$ cat config.mk
export PLATFORM = sky130hd
export DESIGN_NAME = switch_input_port
export DESIGN_NICKNAME = d
export VERILOG_FILES = /design/src/rtl/switch_input_port_pkg.sv /design/src/rtl/sync_2ff.sv /design/src/rtl/switch_input_port.sv
export SDC_FILE = /design/constraint.sdc
export NUM_CORES = 1
export LEC_CHECK = 0
export CORE_MARGIN = 2
export CORE_UTILIZATION = 45
export DETAILED_ROUTE_END_ITERATION = 10
export GPL_TIMING_DRIVEN = 0
export HOLD_SLACK_MARGIN = 0.03
export PLACE_DENSITY = 0.77
export SETUP_SLACK_MARGIN = 0.05
export SYNTH_ARGS = -nofsm -noshare
export SYNTH_HDL_FRONTEND = slang
export SYNTH_SLANG_ARGS = --single-unit
$ cat constraint.sdc
create_clock -name clk -period 5.6 [get_ports clk]
set_clock_uncertainty 0.15 [all_clocks]
set_input_delay 1.12 -clock clk [delete_from_list [all_inputs] [get_ports clk]]
set_output_delay 1.12 -clock clk [all_outputs]
set_load 0.01 [all_outputs]
$ cat src/rtl/switch_input_port_pkg.sv
// Shared definitions for the switch input port: bus address, default debounce
// window and debounce FSM state encoding.
package switch_input_port_pkg;

    localparam logic [31:0] SW_PORT_ADDR            = 32'h0000_1000;
    localparam int          DEFAULT_DEBOUNCE_CYCLES = 1000000;
    localparam int          DATA_WORD_W             = 32;

    typedef enum logic {
        ST_IDLE  = 1'b0,
        ST_COUNT = 1'b1
    } dbnc_state_e;

endpackage

$ cat src/rtl/sync_2ff.sv
// Two-flop synchronizer for asynchronous level inputs (switches, buttons).
// Output is stable two clk edges after the raw input settles.
module sync_2ff #(
    parameter int WIDTH = 1
) (
    input  logic             clk,
    input  logic             rstn,
    input  logic [WIDTH-1:0] d_i,
    output logic [WIDTH-1:0] q_o
);

    logic [WIDTH-1:0] r_meta;
    logic [WIDTH-1:0] r_sync;

    always_ff @(posedge clk or negedge rstn) begin
        if (!rstn) begin
            r_meta <= '0;
            r_sync <= '0;
        end else begin
            r_meta <= d_i;
            r_sync <= r_meta;
        end
    end

    assign q_o = r_sync;

endmodule

$ cat src/rtl/switch_input_port.sv
// Slide-switch input port: synchronizes and debounces sw_i, exposes the stable
// value as a 32-bit read word, and keeps sticky change/rise flags cleared by rd_i.
module switch_input_port
    import switch_input_port_pkg::*;
#(
    parameter int WIDTH           = 16,
    parameter int DEBOUNCE_CYCLES = DEFAULT_DEBOUNCE_CYCLES
) (
    input  logic                   clk,
    input  logic                   rstn,
    input  logic [WIDTH-1:0]       sw_i,
    input  logic                   rd_i,
    output logic [DATA_WORD_W-1:0] data_o,
    output logic                   event_o,
    output logic [WIDTH-1:0]       rise_o,
    output logic                   busy_o
);

    localparam int             CW      = $clog2(DEBOUNCE_CYCLES) + 1;
    localparam logic [CW-1:0]  CNT_MAX = CW'(DEBOUNCE_CYCLES - 1);

    logic [WIDTH-1:0] w_sync;

    dbnc_state_e      r_state, w_state_nxt;
    logic [WIDTH-1:0] r_cand,  w_cand_nxt;
    logic [CW-1:0]    r_cnt,   w_cnt_nxt;
    logic [WIDTH-1:0] r_db,    w_db_nxt;
    logic             r_event, w_event_nxt;
    logic [WIDTH-1:0] r_rise,  w_rise_nxt;

    sync_2ff #(.WIDTH(WIDTH)) u_sync (
        .clk  (clk),
        .rstn (rstn),
        .d_i  (sw_i),
        .q_o  (w_sync)
    );

    always_ff @(posedge clk or negedge rstn) begin
        if (!rstn) begin
            r_state <= ST_IDLE;
            r_cand  <= '0;
            r_cnt   <= '0;
            r_db    <= '0;
            r_event <= 1'b0;
            r_rise  <= '0;
        end else begin
            r_state <= w_state_nxt;
            r_cand  <= w_cand_nxt;
            r_cnt   <= w_cnt_nxt;
            r_db    <= w_db_nxt;
            r_event <= w_event_nxt;
            r_rise  <= w_rise_nxt;
        end
    end

    always_comb begin
        w_state_nxt = r_state;
        w_cand_nxt  = r_cand;
        w_cnt_nxt   = r_cnt;
        w_db_nxt    = r_db;
        case (r_state)
            ST_IDLE: begin
                if (w_sync != r_db) begin
                    w_state_nxt = ST_COUNT;
                    w_cand_nxt  = w_sync;
                    w_cnt_nxt   = '0;
                end
            end
            ST_COUNT: begin
                // A glitch that returns to the committed value abandons the window.
                if (w_sync == r_db) begin
                    w_state_nxt = ST_IDLE;
                end else if (w_sync != r_cand) begin
                    w_cand_nxt = w_sync;
                    w_cnt_nxt  = '0;
                end else if (r_cnt == CNT_MAX) begin
                    w_db_nxt    = r_cand;
                    w_state_nxt = ST_IDLE;
                end else begin
                    w_cnt_nxt = r_cnt + CW'(1);
                end
            end
            default: w_state_nxt = ST_IDLE;
        endcase

        // Read clears first, then a same-cycle commit sets, so no event is lost.
        w_event_nxt = rd_i ? 1'b0 : r_event;
        w_rise_nxt  = rd_i ? '0 : r_rise;
        if (w_db_nxt != r_db) begin
            w_event_nxt = 1'b1;
            w_rise_nxt  = w_rise_nxt | (w_db_nxt & ~r_db);
        end
    end

    assign data_o  = DATA_WORD_W'(r_db);
    assign event_o = r_event;
    assign rise_o  = r_rise;
    assign busy_o  = (r_state == ST_COUNT);

endmodule

==> flow_metrics.py, run 1 <==
metrics = {
    "run_status": {
        "status": "completed",
    },
    "clocking": {
        "htree_num_levels": 3,
        "post_cts_buffers": 0,
        "clockBufferDepth": 2,
        "clock-sinks": 103,
        "cts_root_buf": "clkbuf_8",
        "cts-hold-fix-buffers": 0,
        "clk-insertion-delay-late_ps": 360,
        "cts_tree": "yes",
        "numCtsBuffers": 9,
        "cts_resized": 0,
        "clk_pin_slew_worst_paths_ps": 90,
    },
    "synth": {
        "syn_avg_cell_area_um2": 12.59,
        "syn-cell-area_um2": 4659,
        "synth_top_area_share_pct": 55.32,
        "synth_cells": 370,
        "synth_common_cells": "dfrtp_1, xnor2_1, mux2_2",
        "yosysMostFrequentCell": "dfrtp_1",
        "yosysTopAreaCell": "dfrtp_1",
        "synth_edf_count": 0,
        "synth_area_leaders": "dfrtp_1, mux2_2, ha_1, xnor2_1, mux2_4",
        "synth_cell_types": 42,
        "synth-main-ff-cell": "dfrtp_1",
        "ys_warn_count": 0,
        "synth_seq_area_share_pct": 55.32,
        "ys_ff_latch": 103,
        "synthArstFlopShare_pct": 100.0,
    },
    "floorplan": {
        "ioPinCount": 69,
        "core_area_um2": 10180,
        "die-area_um2": 11180,
        "die_x_um": 105.8,
        "start_util_pct": 45.75,
        "rows": 37,
        "fp.dieH_um": 105.8,
    },
    "worst_setup_path": {
        "cp_slowest_cell": "nor4_2",
        "crit_type": "register to register",
        "r2r-end": "rise_o[11]",
        "cp-end-kind": "register",
        "reg2reg_slack_ps": 1350,
        "crit_arrival_ps": 4350,
        "cp_max_fo": 10,
        "r2r_cells": 13,
        "crit_path_start_kind": "register",
        "r2r_start": "u_sync.q_o[0]",
        "path_cells": "xnor2_1 -> nand4_1 -> nor4_2 -> nand2b_1 -> buf_6 -> buf_12 -> mux2_4 -> ha_1 -> nand4_1 -> or4_1 -> clkbuf_1 -> clkbuf_1 -> a22o_1",
        "crit_start": "u_sync.q_o[0]",
        "crit_path_end": "rise_o[11]",
        "max_stage_delay_ps": 740,
        "required_ps": 5700,
    },
    "power_and_ir_drop": {
        "p_leak_nw": 2.395,
        "ir_drop_v": 0.0001336,
        "power_per_cell_area_nw_per_um2": 224.3,
        "p_total_mw": 1.257,
    },
    "route": {
        "viasPerCell": 5.036,
        "ant_nets": 0,
        "wl_um": 8759,
        "drt_pass1_iterations": 4,
        "wl_per_cell_um": 14.85,
        "drtIter0Drc": 156,
        "post-route-drc-count": 0,
        "vias": 2971,
    },
    "grt": {
        "grt_start_max_net_pins": 75,
        "grt_pass1_wl_um": 14620,
        "gr-total-overflow": 0,
        "grt_antenna_before_repair": 0,
        "grt_pass1_vias": 2965,
        "track_usage_pct": 16.78,
    },
    "finish": {
        "antenna_cells": 0,
        "final_nets": 485,
        "drive_gt1_share_pct": 18.72,
        "n_fill_cell": 848,
        "syn2layout_area_growth_pct": 20.33,
    },
    "min_path": {
        "whs_path_depth": 0,
        "hold_start": "u_sync.r_meta[14]",
        "hp-class": "register to register",
    },
    "sta": {
        "setup_tns_ps": 0,
        "final.period_utilization_pct": 75.83,
        "hold_violations": 0,
        "post-route-min-period_ps": 4246,
        "slew_violations": 0,
        "relSlewSlack_pct": 46.53,
        "setup_violations": 0,
        "worst_pin_slew_ps": 795.4,
        "fmax_mhz": 235.5,
        "grt_setup_unrepaired": "no",
    },
    "placement": {
        "gp_congestion": 0.8436,
        "portBuffers": 52,
        "dp_hpwl_um": 6538,
    },
    "job": {
        "cap_violations": 0,
    },
}
==> stage by stage <==
step / instance area, um^2 / setup WS, ps / util, % / hold slack, ps / cells
finish: 5607 / 1354 / 55.05 / 202.4 / 590
global route: 5607 / 1164 / 55.05 / 213.9 / 590
CTS: 5607 / 1352 / 55.05 / 205.3 / 590
detailed placement: 5431 / 1369 / 53.33 / 185.5 / 574
global placement: 5406 / -434.6 / 53.08 / 183.5 / 573
floorplan: 4716 / 1778 / - / 181.2 / 385
==> placed cells by master (no fill, tap or decap), types with 2 or more instances in the layout <==
cell,synthesis,layout
or4_1,5,5
clkbuf_8,0,10
o21ai_0,6,6
a22o_1,16,16
mux2_2,22,22
buf_4,17,18
ha_1,17,17
buf_6,3,3
dfrtp_1,103,103
nor4_1,7,7
xor2_1,15,15
xnor2_1,24,24
nand2_1,9,9
a21oi_1,11,11
nand2b_1,4,4
nor4b_1,3,3
and3_1,2,2
conb_1,1,16
nand4b_1,2,2
inv_1,19,19
or4b_2,2,2
clkbuf_1,4,6
mux2_4,11,11
nor3_1,5,5
buf_2,4,4
or3_1,4,4
nor4_2,3,3
nand3_1,10,10
clkdlybuf4s50_1,0,51
nor2_1,13,13
nand4_1,10,10
o31ai_1,6,6
==> layer usage <==
layer	vias to the layer above	wire length [um]	global-route usage (%)	part of all wire (%)
met2	72	4284	26.96	49
li1	1437	-	-	-
met5	-	0	0	0
met4	0	134	6.203	1.5
met3	11	337	3.958	3.8
met1	1451	4002	22.26	46
==> flip-flops by register name, summed over array words and instances, names as in the netlist <==
signal,cells
u_sync.r_meta,16
r_cand,16
busy_o,1
u_sync.q_o,16
event_o,1
rise_o,16
r_db,16
r_cnt,21
==> cells by family after synthesis <==
kind of cell               Yosys count  synth area share (%)
and+or+nand+nor                     87                 11.41
other                                1               0.08048
xor gates and xnor gates            39                 7.331
muxes                               34                 9.076
AOI/OAI and AO/OA                   40                 5.961
buffers and inverters               49                 6.257
adders and majority gates           17                 4.565
DFF                                103                 55.32
==> worst min-delay path by stage <==
stage | to
after detailed placement | u_sync.q_o[3]
after floorplan | u_sync.q_o[0]
final | u_sync.q_o[14]
after global placement | u_sync.q_o[10]
after CTS | u_sync.q_o[14]
after global routing | u_sync.q_o[10]
==> critical path: cells and delay by family (launching register included) <==
family / cells / cell delay, ps
flops: 1 / 430
xor+xnor: 1 / 180
compound gates: 1 / 260
buf+inv: 4 / 760
mux: 1 / 310
simple gates: 5 / 1750
fa+ha+maj: 1 / 290
==> cell type report <==
type	count	area [um^2]	area share (%)
timing repair buffer	53	545.5	9.730
inverter	20	75.07	1.339
multi-input combinational	233	1847	32.94
clock buffer	12	145.1	2.589
tap	136	170.2	3.035
buffer	29	216.5	3.861
clock inverter	4	30.03	0.5356
sequential	103	2577	45.97
==> power breakdown <==
part	switching [mW]	internal, mW	leakage, nW	total, mW
sequential	0.0148	0.761	1.32	0.775
clock	0.240	0.176	0.0870	0.416
combinational	0.0318	0.0339	0.985	0.0656
Note: power is estimated with default switching activity, not from simulation.
==> inputs of run 2 (changes only) <==
==> constraint.sdc (replaced) <==
create_clock -name clk -period 3.95 [get_ports clk]
set_clock_uncertainty 0.15 [all_clocks]
set_input_delay 0.79 -clock clk [delete_from_list [all_inputs] [get_ports clk]]
set_output_delay 0.79 -clock clk [all_outputs]
set_load 0.01 [all_outputs]
==> flow_metrics.py, run 2 (synthesis results as in run 1) <==
metrics = {
    "placement": {
        "portBuffers": 52,
        "place_ws_ps": -281.3,
        "dp_hpwl_um": 6538,
        "placed_area_um2": 5431,
        "gp_congestion": 0.8436,
    },
    "clocking": {
        "numCtsBuffers": 9,
        "cts_root_buf": "clkbuf_8",
        "clk-insertion-delay-late_ps": 360,
        "clock-sinks": 103,
        "cts_tree": "yes",
        "htree_num_levels": 3,
        "clockBufferDepth": 2,
        "clk_pin_slew_worst_paths_ps": 90,
    },
    "worst_setup_path": {
        "required_ps": 4050,
        "crit_start": "u_sync.q_o[3]",
        "r2r_start": "u_sync.q_o[3]",
        "path_delay_family": "simple AND/OR/NAND/NOR gates",
        "crit_top_cell": "clkbuf_8",
        "path_cells": "xor2_1 -> nor4_2 -> nand3_1 -> nor4_4 -> nand2b_1 -> buf_6 -> buf_12 -> mux2_4 -> ha_1 -> nand4_1 -> or4_1 -> clkbuf_8 -> clkbuf_8 -> a22o_1",
        "crit_path_start_kind": "register",
        "cp-end-kind": "register",
        "crit_type": "register to register",
        "max_stage_delay_ps": 530,
        "cp_max_fo": 10,
        "crit_arrival_ps": 3900,
        "crit_buf_inv": 4,
        "cp_slowest_cell": "or4_1",
    },
    "finish": {
        "mostFrequentLayoutCell": "dfrtp_1",
        "antenna_cells": 0,
        "final_nets": 496,
        "drive_gt1_share_pct": 22.37,
        "largest-register": "r_cnt",
        "regArea_um2": 2577,
        "multi_input_area_um2": 1924,
        "final_area_um2": 5799,
        "syn2layout_area_growth_pct": 24.46,
        "n_fill_cell": 832,
        "largest_register_ffs": 21,
        "final_cell_mix": "dfrtp_1, clkdlybuf4s50_1, buf_4",
    },
    "power_and_ir_drop": {
        "ir_drop_v": 0.0001903,
        "power_per_cell_area_nw_per_um2": 308.9,
        "p_leak_nw": 2.497,
    },
    "floorplan": {
        "rows": 37,
        "ioPinCount": 69,
        "core_area_um2": 10180,
        "die_x_um": 105.8,
        "die-area_um2": 11180,
        "fp.dieH_um": 105.8,
        "start_util_pct": 45.75,
    },
    "sta": {
        "setup_violations": 0,
        "slew_violations": 0,
        "hold_violations": 0,
        "relSlewSlack_pct": 65.38,
        "fmax_mhz": 263.3,
        "hold_ws_ps": 201.2,
        "setup_tns_ps": 0,
        "grt_setup_unrepaired": "no",
        "worst_pin_slew_ps": 514.6,
        "setup_ws_ps": 152.5,
        "final.period_utilization_pct": 96.14,
        "post-route-min-period_ps": 3798,
    },
    "grt": {
        "grt_start_max_net_pins": 75,
        "track_usage_pct": 17.25,
        "grt_antenna_before_repair": 0,
        "gr-total-overflow": 0,
        "grt_pass1_wl_um": 15010,
        "grt_pass1_vias": 2987,
    },
    "route": {
        "drtIter0Drc": 145,
        "wl_um": 9235,
        "vias": 3039,
        "wl_per_cell_um": 15.37,
        "ant_nets": 0,
        "drt_pass1_iterations": 4,
        "post-route-drc-count": 0,
        "viasPerCell": 5.057,
    },
    "min_path": {
        "hp-class": "input pin to asynchronous set/reset pin",
    },
    "run_status": {
        "status": "completed",
    },
    "job": {
        "cap_violations": 0,
    },
}
## run 2: stage by stage
step / total power, mW / cells / util (%)
3_5_place_dp: 1.215 / 574 / 53.33
2_1_floorplan: 1.162 / 385 / -
6_report: 1.791 / 601 / 56.94
4_1_cts: 1.807 / 595 / 56.18
3_3_place_gp: 1.210 / 573 / 53.08
5_1_grt: 1.866 / 601 / 56.94
## run 2: worst register-to-register path, delay by kind of cell (launching register included)
kind                     cells  cell delay (ps)
XOR/XNOR                     1              200
buffers and inverters        4              580
flip-flops                   1              440
multiplexers                 1              300
AND/OR/NAND/NOR              6             1530
adder cells (fa/ha/maj)      1              290
AO/OA/AOI/OAI                1              200
## run 2: layout make-up
class / count / area share (%)
buffer: 29 / 4.078
sequential: 103 / 44.44
inverter: 20 / 1.294
clock inverter: 4 / 0.5178
clock buffer: 12 / 2.503
tap: 136 / 2.934
multi-input combinational: 233 / 33.18
timing repair buffer: 64 / 11.05
## run 2: what timing repair did
action                     4_1_cts  5_1_grt
setup endpoints to repair       17       17
pin swaps                        5        5
setup buffers                    5        6
hold endpoints to repair         0        0
resized for setup               11        5
hold buffers                     0        0
## run 2: path summary, 6_finish.rpt
check,endpoint,slack (ps),depth (start not counted)
min in group clk,u_sync.q_o[14],200,0
worst min register to register,u_sync.q_o[14],200,0
worst max-delay path,rise_o[13],150,14
worst max register to register,rise_o[13],150,14
max in group asynchronous,r_cand[2],2790,2
worst min-delay path,u_sync.q_o[13],200,1
## run 2: power by group
| part | total, mW | switching (mW) | internal [mW] |
|---|---|---|---|
| Clock | 0.594 | 0.344 | 0.250 |
| Sequential | 1.10 | 0.0212 | 1.08 |
| Combinational | 0.0982 | 0.0490 | 0.0492 |
| Total | 1.79 | 0.414 | 1.38 |
## run 2: layer usage
layer  GRT usage, %  share of wire [%]  up-vias
met5              0                  0        -
met4          6.109                1.3        0
met3          3.958                3.9       12
met2          27.88                 50       84
met1          22.90                 45     1483
li1               -                  -     1460
==> inputs of run 3 (changes only) <==
--- a/config.mk
+++ b/config.mk
@@ -5,12 +5,14 @@
 export SDC_FILE = /design/constraint.sdc
 export NUM_CORES = 1
 export LEC_CHECK = 0
+export CELL_PAD_IN_SITES_DETAIL_PLACEMENT = 2
+export CELL_PAD_IN_SITES_GLOBAL_PLACEMENT = 2
 export CORE_MARGIN = 2
-export CORE_UTILIZATION = 45
+export CORE_UTILIZATION = 37
 export DETAILED_ROUTE_END_ITERATION = 10
 export GPL_TIMING_DRIVEN = 0
 export HOLD_SLACK_MARGIN = 0.03
-export PLACE_DENSITY = 0.77
+export PLACE_DENSITY = 0.89
 export SETUP_SLACK_MARGIN = 0.05
 export SYNTH_ARGS = -nofsm -noshare
 export SYNTH_HDL_FRONTEND = slang
==> flow_metrics.py, run 3 (synthesis results as in run 1) <==
metrics = {
    "clocking": {
        "clock-sinks": 103,
        "htree_num_levels": 3,
        "clockBufferDepth": 2,
        "clk-insertion-delay-late_ps": 360,
        "cts-hold-fix-buffers": 0,
        "cts_root_buf": "clkbuf_16",
        "cts_tree": "yes",
        "clk_pin_slew_worst_paths_ps": 80,
        "numCtsBuffers": 9,
    },
    "finish": {
        "drive_gt1_share_pct": 24.84,
        "final_core_util_pct": 50.34,
        "syn2layout_area_growth_pct": 31.39,
        "regArea_um2": 2579,
        "largest_register_ffs": 21,
        "n_fill_cell": 1220,
        "multi_input_area_um2": 1997,
        "final_cell_mix": "dfrtp_1, clkdlybuf4s50_1, buf_4",
        "mostFrequentLayoutCell": "dfrtp_1",
        "antenna_cells": 0,
        "largest-register": "r_cnt",
        "final_nets": 502,
    },
    "sta": {
        "final.period_utilization_pct": 100.4,
        "slew_violations": 0,
        "worst_pin_slew_ps": 663.8,
        "grt_setup_unrepaired": "yes",
        "setup_violations": 8,
        "hold_violations": 0,
        "fmax_mhz": 252.2,
        "relSlewSlack_pct": 55.75,
        "post-route-min-period_ps": 3965,
        "setup_ws_ps": -14.52,
    },
    "route": {
        "viasPerCell": 5.333,
        "wl_um": 15820,
        "wl_per_cell_um": 24.75,
        "post-route-drc-count": 0,
        "vias": 3408,
        "ant_nets": 0,
        "drtIter0Drc": 190,
        "drt_pass1_iterations": 4,
    },
    "power_and_ir_drop": {
        "ir_drop_v": 0.0003011,
        "p_leak_nw": 2.604,
        "p_total_mw": 2.188,
        "power_per_cell_area_nw_per_um2": 357.4,
    },
    "floorplan": {
        "fp.dieH_um": 116.2,
        "die-area_um2": 13510,
        "ioPinCount": 69,
        "die_x_um": 116.2,
        "start_util_pct": 38.31,
        "rows": 40,
        "core_area_um2": 12160,
    },
    "grt": {
        "gr-total-overflow": 0,
        "grt_antenna_before_repair": 0,
        "track_usage_pct": 22.29,
        "grt_pass1_vias": 3822,
        "grt_pass1_wl_um": 22140,
        "grt_start_max_net_pins": 56,
    },
    "worst_setup_path": {
        "cp_max_fo": 6,
        "crit_buf_inv": 4,
        "path_depth": 15,
        "crit_path_end": "rise_o[10]",
        "cp-end-kind": "register",
        "crit_type": "register to register",
        "crit_path_start_kind": "register",
        "required_ps": 4050,
        "path_cells": "ha_4 -> nand3_4 -> or2_1 -> buf_6 -> or2_4 -> nor4_4 -> nand2b_1 -> buf_6 -> clkbuf_16 -> mux2_4 -> ha_4 -> nand4_1 -> or4_4 -> clkbuf_16 -> a22o_1",
        "max_stage_delay_ps": 610,
        "cp_slowest_cell": "or4_4",
        "r2r_cells": 15,
        "crit_arrival_ps": 4070,
        "r2r_start": "r_cnt[1]",
        "reg2reg_slack_ps": -10,
        "crit_start": "r_cnt[1]",
        "r2r-end": "rise_o[10]",
        "path_delay_family": "simple AND/OR/NAND/NOR gates",
    },
    "placement": {
        "portBuffers": 52,
        "dp_hpwl_um": 9402,
        "gp_congestion": 0.8376,
    },
    "run_status": {
        "violations": "setup timing",
        "status": "finished, violations left",
    },
    "min_path": {
        "hp-class": "register to register",
        "hold_start": "u_sync.r_meta[6]",
    },
    "job": {
        "cap_violations": 0,
    },
}
-- run 3: what timing repair did --
action                                  CTS  global route
setup buffers                             8             8
endpoints found under the setup margin   17            17
resized for setup                        13            14
gates cloned                              0             2
pin swaps                                 7            14
endpoints found under the hold margin     0             0
-- run 3: how the worst min path moves through the flow --
stage | to | cells past startpoint
3_5_place_dp | u_sync.q_o[0] | 0
6_report | u_sync.q_o[6] | 0
5_1_grt | u_sync.q_o[14] | 0
3_3_place_gp | u_sync.q_o[10] | 0
4_1_cts | u_sync.q_o[4] | 0
2_1_floorplan | u_sync.q_o[0] | 0
-- run 3: cell type report --
cell class / instances / share of cell area [%]
Sequential cell: 103 / 42.12
Multi-Input combinational cell: 233 / 32.62
Timing Repair Buffer: 71 / 11.81
Clock buffer: 11 / 3.801
Buffer: 28 / 3.658
Tap cell: 168 / 3.433
Clock inverter: 5 / 1.328
Inverter: 20 / 1.226
-- run 3: per-layer routing --
metal / wire length (um) / global-route usage, %
met2: 8565 / 40.66
met5: 0 / 0
met4: 565 / 11.90
met1: 6171 / 25.14
met3: 515 / 3.217
-- run 3: where the power goes --
part / switching (mW) / internal, mW
registers: 0.0280 / 1.08
clock network: 0.416 / 0.558
logic: 0.0580 / 0.0494
-- run 3: per-stage QoR --
stage	cells	setup TNS, ps	cell area, um^2	setup WS [ps]	hold slack, ps
global route	639	-1282	6122	-97.84	206.7
finish	639	-61.28	6122	-14.52	201.0
detailed placement	606	-5949	5472	-503.7	186.3
global placement	605	-199320	5446	-1907	184.0
CTS	630	0	5919	56.98	205.8
floorplan	385	0	4716	128.3	181.2
-- run 3: worst reg2reg max path, stage by stage, from the launching register on --
cell       delay [ps]
dfrtp_1           410
ha_4              170
nand3_4            90
or2_1             270
buf_6             130
or2_4             240
nor4_4            270
nand2b_1          110
buf_6             150
clkbuf_16         160
mux2_4            330
ha_4              270
nand4_1           110
or4_4             610
clkbuf_16         190
a22o_1            210
